### src/rtl/div_pkg.sv
// Shared types and constants for the divider front-end controller.
// No logic; constants only.
// No handshakes; consumed at elaboration.
package div_pkg;

    localparam int WIDTH          = 32;
    localparam int TIMEOUT_CYCLES = 40;

    // Quotient reported for a zero divisor.
    localparam logic [WIDTH-1:0] DIV_ZERO_LO = '1;
    // Most negative two's-complement value; its magnitude is itself.
    localparam logic [WIDTH-1:0] SIGNED_MIN  = {1'b1, {(WIDTH-1){1'b0}}};

    typedef enum logic [2:0] {
        S_IDLE,
        S_PREP,
        S_ISSUE,
        S_WAIT,
        S_FIX,
        S_RESP
    } state_e;

endpackage

### src/rtl/twos_magnitude.sv
// Conditional two's-complement negate (magnitude and sign fix-up).
// Purely combinational, zero latency.
// No flow control.
module twos_magnitude #(
    parameter int WIDTH = 32
) (
    input  logic [WIDTH-1:0] value_i,
    input  logic             negate_i,
    output logic [WIDTH-1:0] result_o
);

    // Negate as ~x+1 in modular arithmetic; the most negative value maps to itself.
    always_comb begin
        result_o = negate_i ? (~value_i + WIDTH'(1)) : value_i;
    end

endmodule

### src/rtl/signed_div_ctrl.sv
// Divider front-end: screens zero/overflow, drives the unsigned core, sign-fixes results.
// Request to core_start 2 cycles; done to rsp_valid 2 cycles; short paths 2 cycles.
// Holds results in RESP until rsp_ready; req_ready only high in IDLE.
module signed_div_ctrl #(
    parameter int WIDTH          = div_pkg::WIDTH,
    parameter int TIMEOUT_CYCLES = div_pkg::TIMEOUT_CYCLES
) (
    input  logic             clk,
    input  logic             reset,
    input  logic             req_valid,
    output logic             req_ready,
    input  logic [WIDTH-1:0] req_dividend,
    input  logic [WIDTH-1:0] req_divisor,
    input  logic             req_signed,
    output logic             core_start,
    output logic [WIDTH-1:0] core_dividend,
    output logic [WIDTH-1:0] core_divisor,
    input  logic             core_done,
    input  logic [WIDTH-1:0] core_quotient,
    input  logic [WIDTH-1:0] core_remainder,
    output logic             rsp_valid,
    input  logic             rsp_ready,
    output logic [WIDTH-1:0] hi,
    output logic [WIDTH-1:0] lo,
    output logic             div_zero,
    output logic             timeout
);

    import div_pkg::*;

    localparam int              CW       = $clog2(TIMEOUT_CYCLES + 1);
    localparam logic [CW-1:0]   CNT_LAST = CW'(TIMEOUT_CYCLES - 1);

    state_e           state_q, state_d;
    logic [WIDTH-1:0] a_q, a_d;
    logic [WIDTH-1:0] b_q, b_d;
    logic             signed_q, signed_d;
    logic             neg_quo_q, neg_quo_d;
    logic             neg_rem_q, neg_rem_d;
    logic [WIDTH-1:0] quo_q, quo_d;
    logic [WIDTH-1:0] rem_q, rem_d;
    logic [CW-1:0]    cnt_q, cnt_d;
    logic             core_start_q, core_start_d;
    logic [WIDTH-1:0] core_dividend_q, core_dividend_d;
    logic [WIDTH-1:0] core_divisor_q, core_divisor_d;
    logic             rsp_valid_q, rsp_valid_d;
    logic [WIDTH-1:0] hi_q, hi_d;
    logic [WIDTH-1:0] lo_q, lo_d;
    logic             div_zero_q, div_zero_d;
    logic             timeout_q, timeout_d;

    logic [WIDTH-1:0] mag_a, mag_b, fix_quo, fix_rem;
    logic             overflow;

    twos_magnitude #(.WIDTH(WIDTH)) u_mag_a (
        .value_i  (a_q),
        .negate_i (signed_q & a_q[WIDTH-1]),
        .result_o (mag_a)
    );

    twos_magnitude #(.WIDTH(WIDTH)) u_mag_b (
        .value_i  (b_q),
        .negate_i (signed_q & b_q[WIDTH-1]),
        .result_o (mag_b)
    );

    twos_magnitude #(.WIDTH(WIDTH)) u_fix_quo (
        .value_i  (quo_q),
        .negate_i (neg_quo_q),
        .result_o (fix_quo)
    );

    twos_magnitude #(.WIDTH(WIDTH)) u_fix_rem (
        .value_i  (rem_q),
        .negate_i (neg_rem_q),
        .result_o (fix_rem)
    );

    // MIN / -1 overflows the signed quotient; answered without the core.
    assign overflow = signed_q && (a_q == SIGNED_MIN) && (b_q == '1);

    assign req_ready     = (state_q == S_IDLE);
    assign core_start    = core_start_q;
    assign core_dividend = core_dividend_q;
    assign core_divisor  = core_divisor_q;
    assign rsp_valid     = rsp_valid_q;
    assign hi            = hi_q;
    assign lo            = lo_q;
    assign div_zero      = div_zero_q;
    assign timeout       = timeout_q;

    // Next-state and registered-output decode for the request/response sequence.
    always_comb begin
        state_d         = state_q;
        a_d             = a_q;
        b_d             = b_q;
        signed_d        = signed_q;
        neg_quo_d       = neg_quo_q;
        neg_rem_d       = neg_rem_q;
        quo_d           = quo_q;
        rem_d           = rem_q;
        cnt_d           = cnt_q;
        core_start_d    = 1'b0;
        core_dividend_d = core_dividend_q;
        core_divisor_d  = core_divisor_q;
        rsp_valid_d     = rsp_valid_q;
        hi_d            = hi_q;
        lo_d            = lo_q;
        div_zero_d      = div_zero_q;
        timeout_d       = timeout_q;
        case (state_q)
            S_IDLE: begin
                if (req_valid) begin
                    a_d      = req_dividend;
                    b_d      = req_divisor;
                    signed_d = req_signed;
                    state_d  = S_PREP;
                end
            end
            S_PREP: begin
                neg_quo_d = signed_q & (a_q[WIDTH-1] ^ b_q[WIDTH-1]);
                neg_rem_d = signed_q & a_q[WIDTH-1];
                if (b_q == '0) begin
                    lo_d        = DIV_ZERO_LO;
                    hi_d        = a_q;
                    div_zero_d  = 1'b1;
                    rsp_valid_d = 1'b1;
                    state_d     = S_RESP;
                end else if (overflow) begin
                    lo_d        = SIGNED_MIN;
                    hi_d        = '0;
                    rsp_valid_d = 1'b1;
                    state_d     = S_RESP;
                end else begin
                    core_dividend_d = mag_a;
                    core_divisor_d  = mag_b;
                    core_start_d    = 1'b1;
                    state_d         = S_ISSUE;
                end
            end
            S_ISSUE: begin
                cnt_d   = '0;
                state_d = S_WAIT;
            end
            S_WAIT: begin
                // A done on the final budgeted cycle still wins over the timeout.
                if (core_done) begin
                    quo_d   = core_quotient;
                    rem_d   = core_remainder;
                    state_d = S_FIX;
                end else if (cnt_q == CNT_LAST) begin
                    hi_d        = '0;
                    lo_d        = '0;
                    timeout_d   = 1'b1;
                    rsp_valid_d = 1'b1;
                    state_d     = S_RESP;
                end else begin
                    cnt_d = cnt_q + CW'(1);
                end
            end
            S_FIX: begin
                lo_d        = fix_quo;
                hi_d        = fix_rem;
                rsp_valid_d = 1'b1;
                state_d     = S_RESP;
            end
            S_RESP: begin
                if (rsp_ready) begin
                    rsp_valid_d = 1'b0;
                    div_zero_d  = 1'b0;
                    timeout_d   = 1'b0;
                    state_d     = S_IDLE;
                end
            end
            default: begin
                state_d = S_IDLE;
            end
        endcase
    end

    // State and output registers; reset aborts any operation in flight.
    always_ff @(posedge clk or negedge reset) begin
        if (!reset) begin
            state_q         <= S_IDLE;
            a_q             <= '0;
            b_q             <= '0;
            signed_q        <= 1'b0;
            neg_quo_q       <= 1'b0;
            neg_rem_q       <= 1'b0;
            quo_q           <= '0;
            rem_q           <= '0;
            cnt_q           <= '0;
            core_start_q    <= 1'b0;
            core_dividend_q <= '0;
            core_divisor_q  <= '0;
            rsp_valid_q     <= 1'b0;
            hi_q            <= '0;
            lo_q            <= '0;
            div_zero_q      <= 1'b0;
            timeout_q       <= 1'b0;
        end else begin
            state_q         <= state_d;
            a_q             <= a_d;
            b_q             <= b_d;
            signed_q        <= signed_d;
            neg_quo_q       <= neg_quo_d;
            neg_rem_q       <= neg_rem_d;
            quo_q           <= quo_d;
            rem_q           <= rem_d;
            cnt_q           <= cnt_d;
            core_start_q    <= core_start_d;
            core_dividend_q <= core_dividend_d;
            core_divisor_q  <= core_divisor_d;
            rsp_valid_q     <= rsp_valid_d;
            hi_q            <= hi_d;
            lo_q            <= lo_d;
            div_zero_q      <= div_zero_d;
            timeout_q       <= timeout_d;
        end
    end

endmodule

### config.mk
export PLATFORM = sky130hd
export DESIGN_NAME = signed_div_ctrl
export DESIGN_NICKNAME = d
export VERILOG_FILES = /design/src/rtl/div_pkg.sv /design/src/rtl/twos_magnitude.sv /design/src/rtl/signed_div_ctrl.sv
export SDC_FILE = /design/constraint.sdc
export NUM_CORES = 1
export LEC_CHECK = 0
export ABC_AREA = 0
export CAP_MARGIN = 20
export CELL_PAD_IN_SITES_DETAIL_PLACEMENT = 0
export CELL_PAD_IN_SITES_GLOBAL_PLACEMENT = 1
export CORE_UTILIZATION = 30
export CTS_CLUSTER_SIZE = 8
export DETAILED_ROUTE_END_ITERATION = 8
export PLACE_DENSITY = 0.63
export SETUP_SLACK_MARGIN = 0.5
export SLEW_MARGIN = 15
export SYNTH_ARGS = -nofsm -noshare
export SYNTH_HDL_FRONTEND = slang
export SYNTH_SLANG_ARGS = --single-unit
### constraint.sdc
create_clock -name clk -period 2.8 [get_ports clk]
set_clock_uncertainty 0.2 [all_clocks]
set_input_delay 0.28 -clock clk [delete_from_list [all_inputs] [get_ports clk]]
set_output_delay 0.28 -clock clk [all_outputs]
set_load 0.05 [all_outputs]
==> results of run 1 <==
[power breakdown]
group	total [mW]	internal (mW)	switching (mW)	leakage, nW
logic	14.3	6.59	7.75	4.61
clock network	4.30	2.61	1.68	0.525
registers	7.69	5.88	1.81	3.27
[worst paths after layout]
path / startpoint / end / slack [ns] / depth (start not counted)
max: b_q[6] / core_dividend[2] / -0.07 / 8
min: reset / core_dividend[3] / 0.09 / 2
max reg2reg: b_q[6] / core_dividend[2] / -0.07 / 8
min reg2reg: timeout / timeout / 0.28 / 2
max in group asynchronous: reset / rem_q[26] / 1.42 / 3
min in group clk: req_dividend[1] / a_q[1] / 0.11 / 3
[per-stage QoR]
stage / cells / instance area (um^2)
after floorplan: 1183 / 14200
after CTS: 2166 / 19700
final: 2184 / 20100
after detailed placement: 2106 / 18300
after global placement: 2106 / 18300
after global routing: 2182 / 20100
[metal layers]
layer / share of wire [%] / global-route usage (%) / wire length, um / vias up
met2: 45 / 28.5 / 20400 / 277
met5: 0.024 / 0 / 11 / -
met4: 2.2 / 4.99 / 995 / 2
met1: 46 / 25.7 / 20900 / 5334
met3: 5.9 / 4.61 / 2640 / 57
li1: - / - / - / 5128
[state kept, by name, summed over array words and instances, names as in the netlist]
register,cells
a_q,32
b_q,32
core_dividend,32
core_divisor,32
hi,32
lo,32
quo_q,32
rem_q,32
cnt_q,6
state_q,3
core_start,1
div_zero,1
neg_quo_q,1
neg_rem_q,1
rsp_valid,1
signed_q,1
timeout,1
[worst max-delay path, delay by kind of cell, from the launching register on]
family                 cells  cell delay, ns
and+or+nand+nor            4            1.08
DFF                        1            0.46
AOI/OAI and AO/OA          1            0.38
buffers and inverters      2            0.34
muxes                      1            0.29
[timing repair]
action                                  CTS  global route
gates cloned                              3             8
hold buffers                              1             0
endpoints found under the setup margin  141           145
hold endpoints to repair                 73             0
pin swaps                                18             5
buffers inserted                         11             7
gates resized for setup                  42            44
[layout make-up]
type	count	share of cell area (%)
Multi-Input combinational cell	820	35.5
Sequential cell	272	34.0
Timing Repair Buffer	420	21.0
Clock buffer	44	5.27
Tap cell	600	3.74
Inverter	24	0.449
Antenna cell	3	0.0374
Clock inverter	1	0.0249
[Yosys cell counts (all sizes together) (7+ instances only)]
library cell | number | area share [%]
nor4 | 27 | 1.4
o21ai | 49 | 1.8
and2 | 7 | 0.31
nor3 | 19 | 0.79
nand3 | 16 | 0.66
dfrtp | 272 | 49
o31ai | 31 | 1.7
o311a | 8 | 0.57
xnor2 | 60 | 3.7
a22o | 16 | 1.0
a221oi | 11 | 1.1
nor2 | 63 | 1.7
o41ai | 21 | 1.3
nand4 | 17 | 0.80
xor2 | 60 | 3.7
inv | 24 | 0.64
nand2b | 14 | 0.62
nand2 | 65 | 1.8
o221a | 10 | 0.80
mux2 | 211 | 19
or3 | 10 | 0.45
buf | 25 | 1.4
clkbuf | 44 | 1.2
a21oi | 39 | 1.4
or4 | 15 | 0.91
[cell families (layout without fill, tap and decap cells)]
| kind of cell | Yosys count | after routing |
|---|---|---|
| other | 0 | 3 |
| AOI/OAI and AO/OA | 210 | 210 |
| xor gates and xnor gates | 120 | 120 |
| and+or+nand+nor | 269 | 271 |
| adders and majority gates | 6 | 6 |
| buffers and inverters | 93 | 489 |
| muxes | 213 | 213 |
| DFF | 272 | 272 |
==> results.yml, run 1 <==
status:
  run_status: "finished, violations left"
  violations: "negative setup slack"
min_path:
  hp-class: "input port to asynchronous set/reset pin"
critical_path:
  critPathMaxStageDelay_ns: 0.53
  critPathArrivalTime_ns: 3.10
  worstPathRequired_ns: 3.03
  critPathLaunchType: "flip-flop"
  critPathCaptureType: "flip-flop"
  slowest_stage: "or4_4"
  worstPathCellList: "nor4_4 > nand2b_1 > or4_4 > o32ai_4 > buf_6 > nor2_4 > clkbuf_16 > mux2_4"
  cp_max_fo: 5
  worstSetupPathType: "flip-flop to flip-flop"
detailed_routing:
  drt_iter0_drc: 642
  ant_nets: 0
  via_per_inst: 4.94
  route.detailed.drc: 0
  dr.pass1.iters: 6
  vias: 10800
  wl_per_cell_um: 20.6
  routed_wl_um: 44900
yosys:
  synth_cell_types: 68
  synth_top_family_by_area: "multiplexers"
  synth_xor_area_share_pct: 7.49
  ys_ff_latch: 272
  syn-cell-area_um2: 14000
  ys_seq_area_share_pct: 48.5
  synth_compound_area_share_pct: 11.2
  synth_mux_area_share_pct: 18.7
  synth_edf_count: 0
  synth_cells: 1183
  avgSynthCellArea_um2: 11.9
  synth_ff_type: "dfrtp_1"
  async_flop_share_pct: 100
  synthSimpleGateAreaFrac_pct: 10.4
  synthesis.nets: 1323
  yosysWarnings: 0
  synthAdderAreaFrac_pct: 0.535
die:
  coreArea_um2: 45800
  dieHeight_um: 218
  die_width_um: 218
  rows: 78
  initial_core_util_pct: 30.7
  die_area_um2: 47600
  io_pins: 267
placed_design:
  gp_congestion: 0.822
  io_buffers: 266
  hpwl_um: 32800
  place_ws_ns: -0.108
timing:
  hold_violations: 0
  max_freq_ghz: 0.348
  setup_viol: 82
  final.period_utilization_pct: 103
  fin_hold_ws_ns: 0.0908
  slew_headroom_pct: 53.8
  fin_crit_ns: 2.87
  tightest_slew_ns: 0.692
  grt_setup_unrepaired: "yes"
  fin_tns_setup_ns: -2.28
  worst_slack_ns: -0.0728
  slew_violations: 0
final_layout:
  multi_input_area_um2: 7120
  drive_gt1_share_pct: 30.0
  final_cell_mix: "dfrtp_1 (268), clkdlybuf4s50_1 (247), mux2_2 (128), buf_4 (117), mux2_4 (71)"
  post-route-util_pct: 43.8
  seq_area_um2: 6810
  fill_cells: 4303
  final_common_cell: "dfrtp_1"
  area_growth_pct: 43.0
  final_nets: 1718
grt:
  grt_antenna_before_repair: 3
  grt_overflow: 0
  grt_first_pass_wirelength_um: 66900
  grt_pass1_vias: 10900
  grt_usage_pct: 18.5
  grt_max_degree: 68
power:
  total_power_mw: 26.3
  p_leak_nw: 8.41
  power.density_nw_per_um2: 1310
  peakVddDrop_v: 0.000811
cts:
  cts_num_sinks: 272
  cts-root-buf: "clkbuf_16"
  cts_tree: "done"
  htreeDepth: 2
  clock_latency_ns: 0.55
  clockBufferDepth: 3
  cts_buffers: 40
  clk_pin_slew_ns: 0.05
run:
  cap_violations: 0
(Power assumes the default switching activity.)
==> run 2, diff against run 1 <==
SKIP_CTS_REPAIR_TIMING = 1   (was not set)
SKIP_LAST_GASP = 1   (was not set)
==> run 2 against run 1 <==
Utilization down 0.34 points. Highest routed layer unchanged. Global-route usage down 0.27 points. Power down 0.81%. Sequential power about the same. Clock-buffer cell count unchanged. Worst hold slack better by 0.00088 ns. Register-to-register slack better by 0.02 ns. The flow still finishes with violations (negative setup slack). Combinational power about the same.
==> results.yml, run 2 (synthesized netlist as in run 1, its figures left out) <==
cts:
  cts_buffers: 40
  cts_tree: "done"
  cts-root-buf: "clkbuf_16"
  cts_num_sinks: 272
  clockBufferDepth: 3
  clk_pin_slew_ns: 0.05
  clock_latency_ns: 0.55
  htreeDepth: 2
detailed_routing:
  dr.pass1.iters: 5
  wl_per_cell_um: 20.5
  vias: 10800
  ant_nets: 0
  route.detailed.drc: 0
  drt_iter0_drc: 648
  routed_wl_um: 44600
  via_per_inst: 4.94
final_layout:
  stdcell_count: 2178
  final_nets: 1713
  area_growth_pct: 41.9
  final_area_um2: 19900
  final_common_cell: "dfrtp_1"
  final_cell_mix: "dfrtp_1 (268), clkdlybuf4s50_1 (247), mux2_2 (130), buf_4 (117), nand2_1 (63)"
  post-route-util_pct: 43.5
  drive_gt1_share_pct: 28.7
power:
  power.density_nw_per_um2: 1310
  peakVddDrop_v: 0.000812
  p_leak_nw: 8.40
  total_power_mw: 26.1
critical_path:
  cpLargestDelayFamily: "simple AND/OR/NAND/NOR gates"
  reg2reg_slack_ns: -0.05
  slowest_stage: "or4_4"
  cp_max_fo: 7
  crit_buf_inv: 3
  critPathMaxStageDelay_ns: 0.56
  worstPathRequired_ns: 3.02
  worstPathCellList: "or4_4 > nor4_4 > nand4_2 > buf_4 > o32ai_4 > buf_6 > nor2_4 > clkbuf_16 > mux2_4"
  critPathLaunchType: "flip-flop"
  worstSetupPathType: "flip-flop to flip-flop"
  critPathCaptureType: "flip-flop"
  critPathArrivalTime_ns: 3.08
placed_design:
  gp_congestion: 0.822
  post_dp_cell_area_um2: 18300
  dp.cells: 2106
  hpwl_um: 32800
  io_buffers: 266
die:
  coreArea_um2: 45800
  dieHeight_um: 218
  initial_core_util_pct: 30.7
  io_pins: 267
  die_width_um: 218
  rows: 78
  die_area_um2: 47600
grt:
  grt_overflow: 0
  grt_pass1_vias: 10800
  grt_antenna_before_repair: 3
  grt_max_degree: 68
  grt_first_pass_wirelength_um: 66100
  grt_usage_pct: 18.2
timing:
  grt_setup_unrepaired: "yes"
  tightest_slew_ns: 0.680
  setup_viol: 78
  final.period_utilization_pct: 102
  slew_violations: 0
  max_freq_ghz: 0.351
  slew_headroom_pct: 54.6
  fin_hold_ws_ns: 0.0917
  worst_slack_ns: -0.0511
  hold_violations: 0
  fin_crit_ns: 2.85
run:
  cap_violations: 0
status:
  run_status: "finished, violations left"
  violations: "negative setup slack"
min_path:
  hp-class: "input port to asynchronous set/reset pin"
[run 2: cell count changes in the layout (fill, tap and decap cells not counted), moves of 2 or more]
cell            change
buf_6               -4
buf_8               -2
dlygate4sd2_1       -7
dlymetal6s2s_1      +7
mux2_1             +10
mux2_2              +2
mux2_4             -12
nand2_1             +2
nand2_2             -2
nor2_1              +2
o221a_2             +3
o221a_4             -3
[run 2: final cells by class]
type	count	area, um^2
clock inverters	1	5.00
multi-input cells	820	7010
inverters	24	90.1
flip-flops and latches	272	6810
well taps	600	751
repair buffers	415	4180
fillers	4323	25900
diodes	2	5.00
clock buffers	44	1060
[run 2: final timing paths]
path,start,end,depth (start not counted)
setup / recovery,a_q[13],core_divisor[25],9
hold / removal,reset,core_dividend[3],2
setup reg to reg,a_q[13],core_divisor[25],9
hold reg to reg,rsp_valid,rsp_valid,2
max in group asynchronous,reset,rem_q[26],3
min in group clk,req_dividend[1],a_q[1],3
[run 2: through the flow]
step	setup slack [ns]	setup TNS [ns]
6_report	-0.0511	-2.34
5_1_grt	-0.167	-12.24
4_1_cts	-0.131	-2.81
3_5_place_dp	-0.108	-2.33
3_3_place_gp	-0.0928	-2.08
2_1_floorplan	-0.0191	-0.392
[run 2: where the power goes]
| part | switching [mW] | internal (mW) | leakage (nW) |
|---|---|---|---|
| Sequential | 1.82 | 5.88 | 3.27 |
| Combinational | 7.66 | 6.46 | 4.60 |
| Clock | 1.69 | 2.61 | 0.525 |
| Total | 11.2 | 14.9 | 8.40 |
[run 2: worst reg2reg max path, cell delays in order, from the launching register on]
cell,delay [ns]
dfrtp_1,0.38
or4_4,0.56
nor4_4,0.34
nand4_2,0.18
buf_4,0.19
o32ai_4,0.17
buf_6,0.15
nor2_4,0.08
clkbuf_16,0.19
mux2_4,0.30
[run 2: per-layer routing]
layer	routed length [um]	up-vias	share of wire, %	GRT usage (%)
li1	-	5118	-	-
met1	20800	5325	47	25.6
met2	20400	252	46	27.7
met3	2500	57	5.6	4.51
met4	946	2	2.1	5.01
met5	11	-	0.025	0
==> run 3, diff against run 2 <==
GPL_ROUTABILITY_DRIVEN = 0   (was not set)
==> results of run 3 <==
The final DEF is identical to that of run 2; final timing and power are the same.
